<file path="src/rtl/spfs_arbiter.sv">
// spfs_arbiter: two-requester SPI mode-0 frame arbiter; req/rsp ports per requester, spfs_* serial link, busy_o/owner_o status
module spfs_arbiter #(
  parameter int CLK_DIV = 2
) (
  input  logic       clk_i,
  input  logic       rst_n_i,
  input  logic       req0_valid_i,
  output logic       req0_ready_o,
  input  logic [7:0] req0_data_i,
  input  logic       req0_last_i,
  output logic       rsp0_valid_o,
  output logic [7:0] rsp0_data_o,
  input  logic       req1_valid_i,
  output logic       req1_ready_o,
  input  logic [7:0] req1_data_i,
  input  logic       req1_last_i,
  output logic       rsp1_valid_o,
  output logic [7:0] rsp1_data_o,
  output logic       spfs_clk_o,
  output logic       spfs_cs_o,
  output logic       spfs_mosi_o,
  input  logic       spfs_miso_i,
  output logic       busy_o,
  output logic       owner_o
);
  typedef enum logic [2:0] {IDLE, SETUP, SHIFT, DONE, WAIT, HOLD, GAP} state_t;
  localparam logic [7:0] RELOAD = 8'(CLK_DIV - 1);
  state_t state, state_n;
  logic [7:0] cnt, tx, rx, data;
  logic [3:0] bits;
  logic last, rr_last, g0, g1, acc, sel, tick;
  assign tick = cnt == 8'd0;
  assign g0 = req0_valid_i & (~req1_valid_i | rr_last);
  assign g1 = req1_valid_i & (~req0_valid_i | ~rr_last);
  assign acc = (req0_ready_o & req0_valid_i) | (req1_ready_o & req1_valid_i);
  assign sel = state == IDLE ? g1 : owner_o;
  assign data = sel ? req1_data_i : req0_data_i;
  always_ff @(posedge clk_i or negedge rst_n_i)
    if (!rst_n_i) state <= IDLE;
    else state <= state_n;
  always_comb begin
    state_n = state;
    case (state)
      IDLE:    state_n = acc ? SETUP : IDLE;
      SETUP:   state_n = tick ? SHIFT : SETUP;
      SHIFT:   state_n = tick && bits == 4'd15 ? DONE : SHIFT;
      DONE:    state_n = last ? HOLD : WAIT;
      WAIT:    state_n = acc ? SETUP : WAIT;
      HOLD:    state_n = tick ? GAP : HOLD;
      GAP:     state_n = tick ? IDLE : GAP;
      default: state_n = IDLE;
    endcase
  end
  always_comb begin
    req0_ready_o = state == IDLE ? g0 : state == WAIT && !owner_o;
    req1_ready_o = state == IDLE ? g1 : state == WAIT && owner_o;
    rsp0_valid_o = state == DONE && !owner_o;
    rsp1_valid_o = state == DONE && owner_o;
    busy_o = state != IDLE;
  end
  always_ff @(posedge clk_i or negedge rst_n_i)
    if (!rst_n_i) begin
      cnt <= RELOAD;
      tx <= 8'd0;
      rx <= 8'd0;
      bits <= 4'd0;
      last <= 1'b0;
      rr_last <= 1'b1;
      owner_o <= 1'b0;
      spfs_clk_o <= 1'b0;
      spfs_cs_o <= 1'b1;
      spfs_mosi_o <= 1'b0;
      rsp0_data_o <= 8'd0;
      rsp1_data_o <= 8'd0;
    end else begin
      cnt <= tick || state_n != state ? RELOAD : cnt - 8'd1;
      if (acc) begin
        tx <= {data[6:0], 1'b0};
        spfs_mosi_o <= data[7];
        last <= sel ? req1_last_i : req0_last_i;
        owner_o <= sel;
        spfs_cs_o <= 1'b0;
      end
      if (acc && state == IDLE) rr_last <= g1;
      if (state == SETUP && tick) begin
        spfs_clk_o <= 1'b1;
        bits <= 4'd0;
      end
      // the last half-period is already low, so SCLK is left there for DONE
      if (state == SHIFT && tick) begin
        bits <= bits + 4'd1;
        if (bits != 4'd15) spfs_clk_o <= ~spfs_clk_o;
        if (spfs_clk_o) begin
          spfs_mosi_o <= tx[7];
          tx <= {tx[6:0], 1'b0};
        end
      end
      // first cycle of a high half-period is the rising-edge cycle
      if (state == SHIFT && spfs_clk_o && cnt == RELOAD) rx <= {rx[6:0], spfs_miso_i};
      if (state == SHIFT && tick && bits == 4'd15 && !owner_o) rsp0_data_o <= rx;
      if (state == SHIFT && tick && bits == 4'd15 && owner_o) rsp1_data_o <= rx;
      if (state == HOLD && tick) spfs_cs_o <= 1'b1;
    end
endmodule

</file>
<file path="config.mk">
export PLATFORM = sky130hd
export DESIGN_NAME = spfs_arbiter
export DESIGN_NICKNAME = d
export VERILOG_FILES = /design/src/rtl/spfs_arbiter.sv
export SDC_FILE = /design/constraint.sdc
export NUM_CORES = 1
export LEC_CHECK = 0
export BUFFER_PORTS_ARGS = -buffer_cell sky130_fd_sc_hd__buf_4
export CORE_ASPECT_RATIO = 0.75
export CORE_UTILIZATION = 25
export DETAILED_ROUTE_END_ITERATION = 8
export GPL_TIMING_DRIVEN = 0
export PLACE_DENSITY = 0.51
export SYNTH_ARGS = -nofsm -noshare
export SYNTH_HDL_FRONTEND = slang
export SYNTH_SLANG_ARGS = --single-unit
</file>
<file path="constraint.sdc">
create_clock -name clk_i -period 2.2 [get_ports clk_i]
set_input_delay 0 -clock clk_i [delete_from_list [all_inputs] [get_ports clk_i]]
set_output_delay 0 -clock clk_i [all_outputs]
set_load 0.005 [all_outputs]
</file>
After elaboration in Yosys (flattened, before gate mapping). Index checks and enable logic that the tools add are counted.

Register bits: 53. Input bits: 23. Output and inout port bits: 25.

Add/subtract/negate cells: 2. Equality and inequality tests: 10. Muxes and demuxes: 27. Bitwise operators: 11. Reduce and logical (&&, ||, !) cells: 21.

Operators with widths (count): 8-bit two-way mux (5); 3-bit one-hot mux with 7 select lines (1); 1-bit two-way mux (15); 1-bit logical AND (14); 3-bit equality test (second input constant) (3); 8-bit by 1-bit equality test with 1-bit output (second input constant) (1); 8-bit logical NOT (1); 4-bit two-way mux (2); 8-bit by 1-bit subtractor with 8-bit output (second input constant) (1); 3-bit by 2-bit equality test with 1-bit output (second input constant) (2); 3-bit two-way mux (2); 4-bit by 1-bit adder with 4-bit output (second input constant) (1); 1-bit bitwise AND (4); 4-bit equality test (second input constant) (1); 2-bit two-way mux (2); 4-bit != test (second input constant) (1); 1-bit NOT (4); 2-bit nonzero test (2); 3-bit by 1-bit equality test with 1-bit output (second input constant) (1); 3-bit logical NOT (1); 3-bit != test (1); 1-bit OR (3); 3-bit nonzero test (1); 1-bit logical NOT (1); 1-bit logical OR (1).

Depth between registers and ports, before layout. Gate-level depths: netlist (run 1).

Depth in word-level cells: 11. Depth in mapped cells: 8. Depth with buffers taken out: 6.

Worst setup path after synthesis (run 1). Ideal clock, no wire load.

Path type: flip-flop to flip-flop. Start: register cnt[4]. End: register rsp0_data_o[0]. Data arrival time: 1.795 ns. Required time: 2.075 ns. Setup slack: 0.281 ns. Stages on the path, launching flop included: 5. Buffers on the path: 0. Clock period less this slack: 1.919 ns. Cell sequence: dfrtp_1 > nor4_4 > nand3_2 > nor3_4 > mux2_2.

Longest elaborated chain between the ends: 4.

Ends and longest elaborated chain: from (decl) (line 29) `logic [7:0] cnt, tx, rx, data;`; from (signal assigned) (line 76) `cnt <= tick || state_n != state ? RELOAD : cnt - 8'd1;`; 8-bit logical NOT (line 32) `assign tick = cnt == 8'd0;`; 1-bit logical AND (3 in a row) (line 100) `if (state == SHIFT && tick && bits == 4'd15 && !owner_o) rsp0_data_o <= rx;`; to (signal assigned) (line 100); to (decl) (line 12) `output logic [7:0] rsp0_data_o,`.

Every way passes these cells. A chain may end at the register's enable or synchronous reset.

Worst setup path after layout (run 1).
Start: register cnt[0]. End: register rsp1_data_o[4].

Longest elaborated chain between the ends: 4.

Ends and longest elaborated chain: 8-bit logical NOT (line 32); 1-bit logical AND (3 in a row) (line 101) `if (state == SHIFT && tick && bits == 4'd15 && owner_o) rsp1_data_o <= rx;`; to (signal assigned) (line 101); to (decl) (line 18) `output logic [7:0] rsp1_data_o,`.

Every way passes these cells.

==> results of run 1 <==
## metal layers
layer	global-route usage, %	share of wire (%)	vias up
li1	-	-	1010
met1	17.7	51	1024
met2	17.8	45	44
met3	2.96	3.3	5
met4	3.05	1.1	0
met5	0	0	-
## cell families (layout without fill, tap and decap cells)
kind of cell | after synthesis | after routing | synth area share [%]
AO/OA/AOI/OAI | 54 | 54 | 14.2
AND/OR/NAND/NOR | 64 | 64 | 14.6
adder cells (fa/ha/maj) | 3 | 3 | 1.37
flip-flops | 53 | 53 | 48.7
XOR/XNOR | 7 | 7 | 2.24
buffers and inverters | 19 | 79 | 2.79
multiplexers | 41 | 41 | 16.1
## metrics by stage
step | hold WS (ns) | cell area, um2 | cells | power, mW | setup TNS (ns)
global placement | 0.102 | 3250 | 424 | 2.94 | -0.694
finish | 0.00358 | 3490 | 437 | 3.80 | 0
floorplan | -0.296 | 2730 | 241 | 2.48 | 0
global route | 0.0199 | 3490 | 437 | 4.08 | 0
CTS | 0.000294 | 3450 | 436 | 3.83 | 0
detailed placement | 0.102 | 3250 | 424 | 2.96 | -0.525
## sequential cells by signal, summed over array words and instances, names as in the netlist, 3 cells and up
signal / cells
cnt: 8
rsp0_data_o: 8
rsp1_data_o: 8
rx: 8
tx: 8
bits: 4
state: 3
## cell usage in the layout, fill, tap and decap left out, types with 7 or more instances in the layout
cell      netlist  routed
o21bai_1        8       8
o311a_1         7       7
or4b_2          8       8
nand2_1        13      13
mux2i_1        17      17
mux2_2         24      24
clkbuf_1        9       7
o21ai_0        10      10
a21oi_1        11      11
buf_4           0      49
nor2_1         10      10
dfrtp_1        50      50
## final cells by class
class / count / area [um2] / share of cell area (%)
plain buffers: 14 / 63.8 / 1.83
inverters: 5 / 18.8 / 0.538
multi-input cells: 169 / 1340 / 38.5
clock inverters: 3 / 28.8 / 0.825
repair buffers: 52 / 410 / 11.8
well taps: 136 / 170 / 4.88
clock buffers: 5 / 125 / 3.59
flip-flops and latches: 53 / 1330 / 38.1
## path summary, 6_finish.rpt
kind                             endpoint  cells past startpoint      startpoint
max                        rsp1_data_o[4]                      7          cnt[0]
min                                 tx[7]                      3  req0_data_i[6]
max reg2reg                rsp1_data_o[4]                      7          cnt[0]
min reg2reg                     spfs_cs_o                      2       spfs_cs_o
max in group asynchronous      spfs_clk_o                      2         rst_n_i
min in group asynchronous          cnt[7]                      2         rst_n_i
## power by group
group          total [mW]  switching, mW  internal (mW)
Combinational        1.54          0.833          0.712
Clock               0.827          0.390          0.437
Sequential           1.43          0.227           1.21
Total                3.80           1.45           2.35
## critical path, stage by stage (launching register included)
cell and delay, ns:
dfstp_2 0.58, inv_1 0.05, ha_1 0.22, nor3b_2 0.17, buf_4 0.18, and3_1 0.22, nand3_2 0.22, mux2_2 0.36
## timing repair
action / 4_1_cts / 5_1_grt
setup buffers: 1 / 1
hold buffers: 3 / 0
gates resized for setup: 1 / 8
hold endpoints to repair: 52 / 0
setup endpoints to repair: 16 / 26
pin swaps: 2 / 1
==> impl_results.md, run 1 <==
* Area growth syn-to-layout at 27.7%
* PwrDens at approximately 1100 nW/um2
* Total track usage at 12.2%
* Sequential element share of the synthesized area at 48.7%
* Fin crit share at 95.8%
* Vias after detailed routing at 2083
* Routability cong. at 0.736
* # H-tree levels at 2
* Max-cap violations at 0
* CTS tree: built
* Final ANT Viol Nets at 0
* Largest net degree at the start of global routing at 54
* CTS Sinks at between 50 and 60
* Worst setup SP type: register
* Post-synth cell types at 47
* Fmax at 0.474 GHz
* Routed vias/inst at 4.77
* CP max FO at 10
* Share of the synthesized area in the top cell type at between 40 and 50%
* Initial antenna violation count at 0
* Required @ worst endpoint at 2.39 ns
* Initial drt markers at 95
* Syn Nets at 267
* VDD IR-drop max at 0.327 mV
* Ys Warns at 0
* Post-layout util at about a third
* Flop2flop setup slack at 0.09 ns
* Clock buffer depth at 2
* Vias in the first global route at about 2000
* Final #Nets at approximately 330
* Grt total ovfl at 0
* Max transition margin at a little under three fifths
* Synthesis-stage register bit count at 53
* DP Wirelength at 4410 um
* Final min period at 2.11 ns
* Die Width at 123 um
* Critical path type: reg -> reg
* Mapped Avg Cell Area at 11.3 um2
* Synth area leader: dfrtp_1
* Pre-CTS setup slack at -0.0776 ns
* Hold Fails Final Rpt at 0
* Clock transition at path regs at ~0.08 ns
* Post-synth top flop: dfrtp_1
* WL/cell at about 15 um
* CTS root buf: clkbuf_16
* Die span in y at 92.5 um
* Diodes inserted at 0
* First-pass detailed-route iteration total at 4
* Fraction of synthesis flops using an asynchronous set or reset pin at 100%
* CTS buffer count at 5
* Final Skew at 0.00608 ns
* Starting Density at 26.1%
* Critical Path AT at 2.30 ns
* # fillers at 1078
* IO buf count at 47
* Final setup viols at 0
* Hold Crit Class: in -> reg
* Drt drc at 0
* Final WL at 6380 um
* Outcome: completed
* Leak pwr at between 1.5 and 2 nW
* Clock latency at the later pin of the worst-skew pair at about 0.3 ns
* Share of layout cells above drive strength 1 at between 30% and 40%
* Mapped Cells at 241
* Top cells by area, synth: dfrtp_1 (46%), mux2_2 (9.9%), mux2i_1 (6.2%)
* I/O pins at 48
* Row count at 32
* CP Capture Type: register
* Syn Std Cell Area at 2730 um2
* Die area at 11400 um2
* Most common cell in the netlist: dfrtp_1
* Post-synth EDFFs at 0
* Core area at ~10000 um2
* First-pass GRT wire length at roughly 11000 um
* Smallest setup slack after layout at 0.0920 ns
* Synth top cells by count: dfrtp_1 (50), mux2_2 (24), mux2i_1 (17)
* Fin. max-slew vios at 0
* Actual slew at the worst max-slew pin at 0.670 ns
* RSZ-0062 raised after global routing: false
(Power assumes the default switching activity.)
==> run 2, diff against run 1 <==
- REMOVE_ABC_BUFFERS: not set -> 1
==> impl_results.md, run 2 (synthesized netlist as in run 1, its figures left out) <==
* Actual slew at the worst max-slew pin at 0.693 ns (+0.0224 ns)
* Drt drc at 0 (unchanged)
* Reg area at 1340 um2 (+0.38%)
* Total track usage at 11.5% (-0.61 points)
* Core area at 10500 um2 (unchanged)
* Initial antenna violation count at 0 (unchanged)
* # H-tree levels at 2 (unchanged)
* DP Wirelength at 4070 um (-7.8%)
* Pre-CTS setup slack at -0.894 ns (-0.816 ns)
* # fillers at 1049 (-2.7%)
* Hold Crit Class: in -> reg
* CTS tree: built
* Hold Fails Final Rpt at 0 (unchanged)
* Final WL at 6200 um (-2.7%)
* Die Width at 123 um (unchanged)
* Required @ worst endpoint at 2.38 ns (about the same)
* Routed vias/inst at 4.83 (+1.3%)
* Outcome: completed
* PwrDens at 1090 nW/um2 (+0.18%)
* Clock transition at path regs at 0.08 ns (about the same)
* Initial drt markers at 80 (-16%)
* Tot Pwr at 3.82 mW (+0.54%)
* RSZ-0062 raised after global routing: false
* Die span in y at 92.5 um (unchanged)
* CTS root buf: clkbuf_16
* Vias in the first global route at 1989 (-1.4%)
* IO buf count at 47 (unchanged)
* Critical path type: reg -> reg
* Worst setup SP type: register
* Final ANT Viol Nets at 0 (unchanged)
* CTS buffer count at 5 (unchanged)
* I/O pins at 48 (unchanged)
* Most frequent cells in the layout: buf_4 (55), dfrtp_1 (46), mux2_2 (24)
* Largest net degree at the start of global routing at 54 (unchanged)
* Die area at 11400 um2 (unchanged)
* Grt total ovfl at 0 (unchanged)
* Final setup viols at 0 (unchanged)
* Worst Reg-to-Reg Cells at 5 (-2)
* Hold depth at 3 (unchanged)
* Row count at 32 (unchanged)
* Hold slack at 0.00462 ns (+0.00104 ns)
* Final #Nets at 319 (-2.1%)
* Final Skew at 0.00453 ns (-0.00155 ns)
* Final min period at 2.02 ns (-0.0874 ns)
* Fin crit share at 91.8% (-4.0 points)
* First-pass GRT wire length at 10400 um (-1.9%)
* Leak pwr at 1.67 nW (-0.44%)
* Critical Path AT at 2.20 ns (-0.10 ns)
* Max-cap violations at 0 (unchanged)
* Clock latency at the later pin of the worst-skew pair at 0.29 ns (about the same)
* Area growth syn-to-layout at 28.2%
* Vias after detailed routing at 2077 (-0.29%)
* CTS Sinks at 53 (unchanged)
* Starting Density at 26.1% (unchanged)
* Most common cell after layout, fill and taps aside: buf_4
* Diodes inserted at 0 (unchanged)
* Fin. max-slew vios at 0 (unchanged)
* Routability cong. at 0.710 (-3.5%)
* Clock buffer depth at 2 (unchanged)
* CP max FO at 22 (+12)
* Smallest setup slack after layout at 0.179 ns (+0.0874 ns)
* Area of the multi-input gates at 1360 um2 (+1.6%)
* WL/cell at 14.4 um (-1.1%)
* VDD IR-drop max at 0.358 mV (+9.3%)
* Max transition margin at 53.8% (-1.5 points)
* Share of layout cells above drive strength 1 at 38.4% (+2.6 points)
* CP Capture Type: register
* First-pass detailed-route iteration total at 4 (unchanged)
* Fmax at 0.495 GHz (+4.3%)
## run 2: cell types whose count changed in the layout (fill, tap and decap cells not counted), moves of 3 or more
| cell | delta |
|---|---|
| buf_2 | -3 |
| buf_4 | +6 |
| clkbuf_1 | -7 |
| clkbuf_2 | -3 |
| dfrtp_1 | -4 |
| dfrtp_2 | +4 |
## run 2: final timing paths
| kind | from | end | slack, ns |
|---|---|---|---|
| worst max-delay path | state[1] | rsp0_data_o[5] | 0.18 |
| worst min-delay path | req1_data_i[7] | spfs_mosi_o | 0.005 |
| worst max register to register | state[1] | rsp0_data_o[5] | 0.18 |
| worst min register to register | spfs_cs_o | spfs_cs_o | 0.47 |
| max in group asynchronous | rst_n_i | owner_o | 1.41 |
| min in group asynchronous | rst_n_i | cnt[6] | 0.30 |
## run 2: area by class of cell
cell class / instances / area share, %
well taps: 136 / 4.86
repair buffers: 59 / 13.2
clock inverters: 3 / 0.751
multi-input cells: 169 / 38.9
inverters: 5 / 0.536
flip-flops and latches: 53 / 38.1
clock buffers: 5 / 3.57
## run 2: power breakdown
part / switching [mW] / leakage [nW] / internal (mW)
clock network: 0.375 / 0.0744 / 0.431
logic: 0.683 / 0.904 / 0.749
registers: 0.378 / 0.689 / 1.21
## run 2: metrics by stage
| step | TNS [ns] | cell area [um2] | utilization (%) | std cells |
|---|---|---|---|---|
| after floorplan | -3.74 | 2670 | - | 227 |
| after global placement | -25.10 | 3200 | 30.6 | 410 |
| after detailed placement | -24.75 | 3200 | 30.7 | 410 |
| after CTS | 0 | 3450 | 33.0 | 423 |
| after global routing | 0 | 3500 | 33.5 | 430 |
| final | 0 | 3500 | 33.5 | 430 |
## run 2: metal layers
layer | part of all wire, % | wire, um | global-route usage, % | up-vias
li1 | - | - | - | 1010
met5 | 0 | 0 | 0 | -
met3 | 2.8 | 176 | 2.34 | 4
met2 | 46 | 2820 | 17.4 | 26
met1 | 51 | 3160 | 16.8 | 1037
met4 | 0.77 | 48 | 2.64 | 0
## run 2: timing repair
| action | CTS | global route |
|---|---|---|
| pin swaps | 2 | 1 |
| hold buffers | 3 | 0 |
| hold endpoints to repair | 52 | 0 |
| buffers inserted | 2 | 7 |
| resized for setup | 7 | 2 |
| setup endpoints to repair | 50 | 42 |
## run 2: worst max-delay path, stage by stage, from the launching register on
cell and delay, ns:
dfrtp_2 0.63, nor3b_2 0.38, nand3_2 0.21, nor3_4 0.20, buf_12 0.16, mux2_2 0.33
==> run 3, diff against run 2 <==
- PLACE_DENSITY: 0.51 -> 0.52
- clock period: 2.2 -> 1.8 ns (I/O delays scaled with it)
==> impl_results.md, run 3 (synthesized netlist as in run 1, its figures left out) <==
* CTS root buf: clkbuf_16
* Critical path type: reg -> reg
* Required @ worst endpoint at 1.98 ns (-0.40 ns)
* Share of layout cells above drive strength 1 at 46.2% (+7.7 points)
* Final Cell Area at 3860 um2 (+10%)
* CP top delay family: flip-flops
* Fin. max-slew vios at 0 (unchanged)
* Fin crit share at 104% (+12 points)
* Area of the multi-input gates at 1530 um2 (+12%)
* Initial drt markers at 97 (+21%)
* Core area at 10500 um2 (unchanged)
* Hold Crit Class: in -> reg
* DP Wirelength at 4150 um (+2.0%)
* Worst setup SP type: register
* Largest net degree at the start of global routing at 54 (unchanged)
* Max transition margin at 53.7% (-0.11 points)
* Worst setup path start: cnt[0]
* Max-cap violations at 0 (unchanged)
* Failing checks: setup timing
* CP Cell Sequence: inv_2 > ha_4 > nor3b_4 > buf_6 > and3_4 > nand3_4 > mux2_4
* Hold endpoint: spfs_mosi_o
* CP max FO at 8 (-64%)
* RR Endpoint: rsp1_data_o[0]
* Fmax at 0.534 GHz (+7.9%)
* Most common cell after layout, fill and taps aside: buf_4
* Final #Nets at 339 (+6.3%)
* Clock latency at the later pin of the worst-skew pair at 0.29 ns (about the same)
* Routed vias/inst at 4.83 (about the same)
* Die area at 11400 um2 (unchanged)
* First-pass GRT wire length at 10800 um (+3.5%)
* VDD IR-drop max at 0.488 mV (+36%)
* CP max stage delay at 0.58 ns (-0.05 ns)
* Flop2flop setup slack at -0.07 ns (-0.25 ns)
* IO buf count at 47 (unchanged)
* Row count at 32 (unchanged)
* Most frequent cells in the layout: buf_4 (70), dfrtp_1 (44), mux2i_1 (17)
* Routability cong. at 0.708 (-0.38%)
* Final setup viols at 19 (+19)
* Area growth syn-to-layout at 41.3%
* Actual slew at the worst max-slew pin at 0.694 ns (+0.00162 ns)
* Critical Path AT at 2.05 ns (-0.15 ns)
* # fillers at 1004 (-4.3%)
* Outcome: finished, violations left
* Die Width at 123 um (unchanged)
* Leak pwr at 1.84 nW (+10%)
* Final min period at 1.87 ns (-0.148 ns)
* Die span in y at 92.5 um (unchanged)
* Drt drc at 0 (unchanged)
* Clock transition at path regs at 0.08 ns (about the same)
* Smallest setup slack after layout at -0.0722 ns (-0.252 ns)
* CTS buffer count at 5 (unchanged)
* PwrDens at 1340 nW/um2 (+23%)
* Area after DPL at 3200 um2 (-0.20%)
* Final ANT Viol Nets at 0 (unchanged)
* Slowest stage cell on the critical path: dfstp_2
* CP Capture Type: register
* Clock buffer depth at 2 (unchanged)
* Hold slack at 0.00849 ns (+0.00386 ns)
* DP Cell Count at 410 (unchanged)
* Worst Reg-to-Reg Cells at 7 (+2)
* Vias in the first global route at 2153 (+8.2%)
* Initial antenna violation count at 0 (unchanged)
* CTS tree: built
* WL/cell at 15.7 um (+8.6%)
* Beginning of the worst hold path: req1_data_i[7]
* RSZ-0062 raised after global routing: true
* I/O pins at 48 (unchanged)
* Diodes inserted at 0 (unchanged)
* Final Skew at 0.00435 ns (-0.000176 ns)
* Buf/Inv on CP at 2 (+1)
* Starting Density at 26.1% (unchanged)
* Final WL at 7050 um (+14%)
* # H-tree levels at 2 (unchanged)
* Reg2reg start: cnt[0]
* Tot Pwr at 5.18 mW (+35%)
* First-pass detailed-route iteration total at 4 (unchanged)
* Grt total ovfl at 0 (unchanged)
* Reg area at 1340 um2 (+0.56%)
* Total track usage at 12.2% (+0.66 points)
* Vias after detailed routing at 2174 (+4.7%)
* Hold depth at 3 (unchanged)
* Final Non-Filler Cells at 450 (+4.7%)
* Setup TNS at -1.06 ns (-1.06 ns)
* CTS Sinks at 53 (unchanged)
* Hold Fails Final Rpt at 0 (unchanged)
-- run 3: layout make-up --
| class | instances | share of cell area, % |
|---|---|---|
| Multi-Input combinational cell | 169 | 39.5 |
| Sequential cell | 53 | 34.8 |
| Timing Repair Buffer | 79 | 16.8 |
| Tap cell | 136 | 4.41 |
| Clock buffer | 5 | 3.24 |
| Clock inverter | 3 | 0.746 |
| Inverter | 5 | 0.486 |
-- run 3: power by group --
part	total (mW)	switching, mW	internal, mW
Sequential	1.94	0.449	1.49
Clock	1.01	0.477	0.534
Combinational	2.23	1.03	1.20
Total	5.18	1.95	3.23
-- run 3: worst min-delay path, cell delays in order --
cell     delay (ns)
buf_4          0.08
mux2i_1        0.05
a21oi_1        0.13
-- run 3: worst max-delay path by stage --
stage,end,slack [ns],cells after the start
floorplan,rsp0_data_o[0],-0.62,6
global placement,tx[6],-1.26,6
detailed placement,tx[6],-1.28,6
CTS,tx[6],-0.03,8
global route,rsp1_data_o[5],-0.15,7
finish,rsp1_data_o[0],-0.07,7
-- run 3: through the flow --
stage / setup WS, ns / utilization [%]
3_5_place_dp: -1.28 / 30.6
4_1_cts: -0.0339 / 34.7
3_3_place_gp: -1.26 / 30.6
5_1_grt: -0.152 / 36.9
2_1_floorplan: -0.623 / -
6_report: -0.0722 / 36.9
-- run 3: layer usage --
| metal | global-route usage [%] | part of all wire, % | wire [um] | up-vias |
|---|---|---|---|---|
| met1 | 17.1 | 50 | 3510 | 1100 |
| met3 | 2.46 | 3.3 | 230 | 5 |
| met4 | 3.66 | 0.91 | 64 | 0 |
| met5 | 0 | 0 | 0 | - |
| met2 | 18.9 | 46 | 3250 | 32 |
| li1 | - | - | - | 1037 |
-- run 3: what timing repair did --
action,4_1_cts,5_1_grt
buffers inserted,14,15
endpoints found under the setup margin,54,43
gates resized for setup,27,29
cloned,1,0
endpoints found under the hold margin,52,0
pin swaps,5,9
hold buffers,3,0
